File: config.mk
export PLATFORM = sky130hd
export DESIGN_NAME = fifo_stream_reader
export DESIGN_NICKNAME = d
export VERILOG_FILES = /design/src/rtl/fifo_stream_reader.sv
export SDC_FILE = /design/constraint.sdc
export NUM_CORES = 1
export LEC_CHECK = 0
export ABC_AREA = 0
export CORE_ASPECT_RATIO = 0.9
export CORE_MARGIN = 2
export CORE_UTILIZATION = 51
export CTS_CLUSTER_SIZE = 28
export DETAILED_ROUTE_END_ITERATION = 8
export PLACE_DENSITY = 0.8
export SYNTH_ARGS = -nofsm -noshare
export SYNTH_HDL_FRONTEND = slang
export SYNTH_SLANG_ARGS = --single-unit
File: constraint.sdc
create_clock -name clk_i -period 2.5 [get_ports clk_i]
set_input_delay 0.375 -clock clk_i [delete_from_list [all_inputs] [get_ports clk_i]]
set_output_delay 0.375 -clock clk_i [all_outputs]
set_load 0.005 [all_outputs]
File: src/rtl/fifo_stream_reader.sv
// Read-side adapter for a registered-output FIFO: prefetches up to three words
// and presents them as a valid/ready stream without any m_ready -> rd_en path.
module fifo_stream_reader #(
  parameter int W     = 8,
  parameter int CNT_W = 16
) (
  input  logic             clk_i,
  input  logic             rst_i,
  input  logic             en_i,
  output logic             fifo_rd_en_o,
  input  logic [W-1:0]     fifo_dout_i,
  input  logic             fifo_empty_i,
  output logic             m_valid_o,
  input  logic             m_ready_i,
  output logic [W-1:0]     m_data_o,
  output logic [1:0]       buf_level_o,
  output logic [CNT_W-1:0] words_out_o
);

  logic [W-1:0]     buf_q [3];
  logic [W-1:0]     buf_d [3];
  logic [1:0]       rd_ptr_q, rd_ptr_d;
  logic [1:0]       wr_ptr_q, wr_ptr_d;
  logic [1:0]       occ_q, occ_d;
  logic             inflight_q, inflight_d;
  logic [CNT_W-1:0] words_out_q, words_out_d;
  logic             space_ok;
  logic             handshake;

  function automatic logic [1:0] ptr_inc(input logic [1:0] p);
    return (p == 2'd2) ? 2'd0 : p + 2'd1;
  endfunction

  // A read is issued only if the word it returns is guaranteed a free slot.
  always_comb begin
    space_ok     = ({1'b0, occ_q} + {2'b00, inflight_q}) < 3'd3;
    fifo_rd_en_o = !rst_i && en_i && !fifo_empty_i && space_ok;
    m_valid_o    = !rst_i && (occ_q != 2'd0);
    m_data_o     = rst_i ? '0 : buf_q[rd_ptr_q];
    buf_level_o  = rst_i ? 2'd0 : occ_q;
    words_out_o  = words_out_q;
    handshake    = m_valid_o && m_ready_i;
  end

  always_comb begin
    buf_d       = buf_q;
    wr_ptr_d    = wr_ptr_q;
    rd_ptr_d    = rd_ptr_q;
    words_out_d = words_out_q;
    inflight_d  = fifo_rd_en_o;
    if (inflight_q) begin
      buf_d[wr_ptr_q] = fifo_dout_i;
      wr_ptr_d        = ptr_inc(wr_ptr_q);
    end
    if (handshake) begin
      rd_ptr_d    = ptr_inc(rd_ptr_q);
      words_out_d = words_out_q + CNT_W'(1);
    end
    occ_d = occ_q + {1'b0, inflight_q} - {1'b0, handshake};
  end

  always_ff @(posedge clk_i) begin
    if (rst_i) begin
      buf_q       <= '{default: '0};
      rd_ptr_q    <= 2'd0;
      wr_ptr_q    <= 2'd0;
      occ_q       <= 2'd0;
      inflight_q  <= 1'b0;
      words_out_q <= '0;
    end else begin
      buf_q       <= buf_d;
      rd_ptr_q    <= rd_ptr_d;
      wr_ptr_q    <= wr_ptr_d;
      occ_q       <= occ_d;
      inflight_q  <= inflight_d;
      words_out_q <= words_out_d;
    end
  end

endmodule

==> key figures, run 1 <==
Timing
  • Period utilization: 0.943
  • Worst-Margin Slew: 0.623 ns
  • Max-slew violations: 0
  • Setup tns final: 0 ns
  • Worst setup margin: 0.143 ns
  • Final hold viol count: 0
  • Max_slew headroom: 0.583
  • Hold_ws: 0.417 ns
  • F_max: 424 MHz
  • RSZ-0062 raised after global routing: false
  • Max Clock Skew: 0.00110 ns
  • Min Tclk post-route: 2.36 ns
  • Final setup viols: 0

Outcome
  • Status: completed

Clock tree
  • Cts bufs inserted: 5
  • Clk buf depth: 2
  • TritonCTS Sinks: 47
  • Root Buffer: clkbuf_8
  • Post-CTS Setup Inserts: 0
  • Reg clk slew, reported paths: 0.08 ns
  • CTS tree: yes
  • Htree depth: 2
  • Worst-skew pair later-pin latency: 0.30 ns

Placement
  • Dpl ws: 0.0579 ns
  • Port bufs: 40
  • GPL Wtd Cong: 0.756
  • Post-DP HPWL: 3050 µm

Cells and area
  • Area occupied by multi-input gates: 1150 µm²
  • Register area: 942 µm²
  • Fill cells: 341
  • Net count, final: 302
  • Layout cell share with drive strength beyond 1: 0.0982
  • Area grow syn2layout: 26.2%
  • Ant diodes: 0

Floorplanning
  • Die span in y: 66.0 µm
  • IO Pins: 41
  • Die width: 72.9 µm
  • DIE AREA: 4810 µm²
  • Row cnt: 22
  • Core Box Area: 4100 µm²
  • Initial Util: 0.531

Setup path
  • Worst EP required: 2.12 ns
  • Type of origin of the critical path: register
  • Worst r2r src: words_out_o[0]
  • Critical Path Fanout Max: 4
  • Worst Setup End Kind: primary output
  • Setup CP Type: register to primary output
  • CP arrival: 1.98 ns
  • FF-to-FF End: words_out_o[14]
  • Flop-to-flop setup slack: 0.52 ns
  • R2R depth: 5

Route
  • Vias: 1796
  • Met3 WL: 123 µm
  • WL/cell: 13.5 µm
  • Post-route ant nets: 0
  • Wire length on met2: 1970 µm
  • Drt initial violations: 89
  • WL final: 4490 µm
  • Highest routed layer: met4
  • Wl on met1: 2330 µm
  • Drt pass-1 iters: 4
  • Via-per-instance ratio: 5.39
  • # DRC: 0

Worst hold path
  • Worst Hold Depth: 3
  • Worst hold path endpoint: inflight_q
  • Hold Crit Class: input port to register
  • Worst hold start: rst_i

Logic synthesis
  • Yosys synthesis warning count: 0
  • Synth unique cells: 35
  • Synth Cell Area: 2180 µm²
  • Net Count, Synth: 262
  • Most used DFF post-synth: dfxtp_1
  • Post-synthesis sequential area ratio: 0.432
  • Post-synthesis area per instance: 8.93 µm²
  • Post-synth ARST share: 0
  • Post-synth EDFFs: 0
  • FF+latch count, synth: 47
  • Mapped Cells: 244

Power
  • Worst VDD drop: 439 µV
  • Sw Share: 0.226
  • Pint: 1.16 mW
  • Pleak: 1.08 nW
  • Gate power share: 0.098
  • Clock power share: 0.386
  • PD cells: 545 nW/µm²
  • Sequential Power Share: 0.516
  • NetSw: 0.338 mW

GRT
  • Vias in the first global route: 1557
  • Antenna violations before repair: 0
  • Total GRT Usage: 0.194
  • GRT Residual Overflow: 0
  • Global-route wire length before repair: 7240 µm
  • Largest net degree at the start of global routing: 38

Job
  • Max-cap viol count: 0
## routing by layer
metal  track usage  vias up
met5             0        -
met4        0.0718        0
met3        0.0412        7
met2         0.283       29
met1         0.280      840
li1              -      920
## layout by cell type, fill, tap and decap left out, types with 2 or more instances in the layout
master,synthesis,routed
ha_1,5,5
dfxtp_1,47,46
nand2b_1,2,2
nor4_1,3,3
clkdlybuf4s50_1,0,38
or3_1,2,2
a31o_2,2,2
mux2_2,2,2
nor3_1,4,4
buf_4,0,8
nand3_1,4,4
nand2_1,15,15
a21oi_1,13,12
xor2_1,2,2
nand3b_1,3,3
nand4_1,4,4
nor2_1,48,48
o22a_1,8,8
or4_1,2,2
xnor2_1,6,6
inv_1,6,6
nor2b_1,5,5
mux2i_1,32,32
clkbuf_8,0,6
o21ai_0,5,5
## cells by family (layout without fill, tap and decap cells)
logic type	Yosys count	in the layout	share of synthesized area
xor gates and xnor gates	8	8	0.0321
adders and majority gates	5	5	0.0287
and+or+nand+nor	97	97	0.213
buffers and inverters	21	62	0.0402
muxes	34	34	0.157
DFF	47	47	0.432
AOI/OAI and AO/OA	32	32	0.0970
## how the worst max path moves through the flow
stage,start,endpoint,slack (ns)
after global routing,rd_ptr_q[1],m_data_o[3],0.02
after detailed placement,en_i,fifo_rd_en_o,0.06
after floorplan,rst_i,words_out_o[14],0.64
final,occ_q[0],fifo_rd_en_o,0.14
after global placement,en_i,fifo_rd_en_o,0.08
after CTS,occ_q[0],fifo_rd_en_o,0.14
## timing repair
| action | CTS | global route |
|---|---|---|
| endpoints found under the setup margin | 1 | 0 |
| resized for setup | 3 | 0 |
| hold buffers | 0 | 0 |
## final cells by class
class	instances	share of cell area
multi-input cells	176	0.420
inverters	6	0.00819
clock inverters	2	0.0127
repair buffers	48	0.165
flip-flops and latches	47	0.342
well taps	48	0.0218
clock buffers	6	0.0300
## power by group through the flow
stage	Combinational, mW	Sequential, mW	Clock (mW)
after global routing	0.162	0.775	0.616
after floorplan	0.0826	0.787	0
final	0.147	0.773	0.579
after global placement	0.142	0.789	0
after CTS	0.147	0.773	0.580
after detailed placement	0.145	0.790	0
## state kept, by name, summed over array words and instances (netlist names)
| register | cells |
|---|---|
| buf_q | 24 |
| words_out_o | 16 |
| occ_q | 2 |
| rd_ptr_q | 2 |
| wr_ptr_q | 2 |
| inflight_q | 1 |
## synth_stat cells, types with 2 or more instances
master,instances,area [µm²]
nand3_1,4,20.0
nand4_1,4,25.0
o21ai_0,5,25.0
ha_1,5,62.6
nor2b_1,5,31.3
nor4_1,3,18.8
nor3_1,4,20.0
or4_1,2,15.0
nand2b_1,2,12.5
xnor2_1,6,52.6
or3_1,2,12.5
mux2_2,2,22.5
nand2_1,15,56.3
a21oi_1,13,65.1
nand3b_1,3,22.5
buf_1,3,11.3
a31o_2,2,17.5
dfxtp_1,47,941
xor2_1,2,17.5
mux2i_1,32,320
nor2_1,48,180
inv_1,6,22.5
o22a_1,8,70.1
clkbuf_1,10,37.5
## critical path, cell delays in order, from the launching register on
cell,delay [ns]
dfxtp_2,0.34
ha_1,0.19
ha_1,0.17
or4b_2,0.63
a21oi_2,0.12
dlygate4sd2_1,0.23
## per-stage QoR
stage	instance area (µm²)	util	std cells	power, mW
4_1_cts	2750	0.671	333	1.50
3_5_place_dp	2630	0.641	325	0.935
5_1_grt	2750	0.671	333	1.55
6_report	2750	0.671	333	1.50
2_1_floorplan	2180	-	244	0.869
3_3_place_gp	2630	0.641	325	0.931
No activity file was read; power rests on OpenSTA's default activity.
==> run 2, diff against run 1 <==
Settings changed: CAP_MARGIN set to 5, CTS_CLUSTER_SIZE 28 to not set.
==> results of run 2 <==
Final layout, timing and power as in run 1 (identical DEF).
==> run 3, diff against run 2 <==
Settings changed: CAP_MARGIN 5 to not set.
==> results of run 3 <==
Final layout, timing and power as in run 1 (identical DEF).
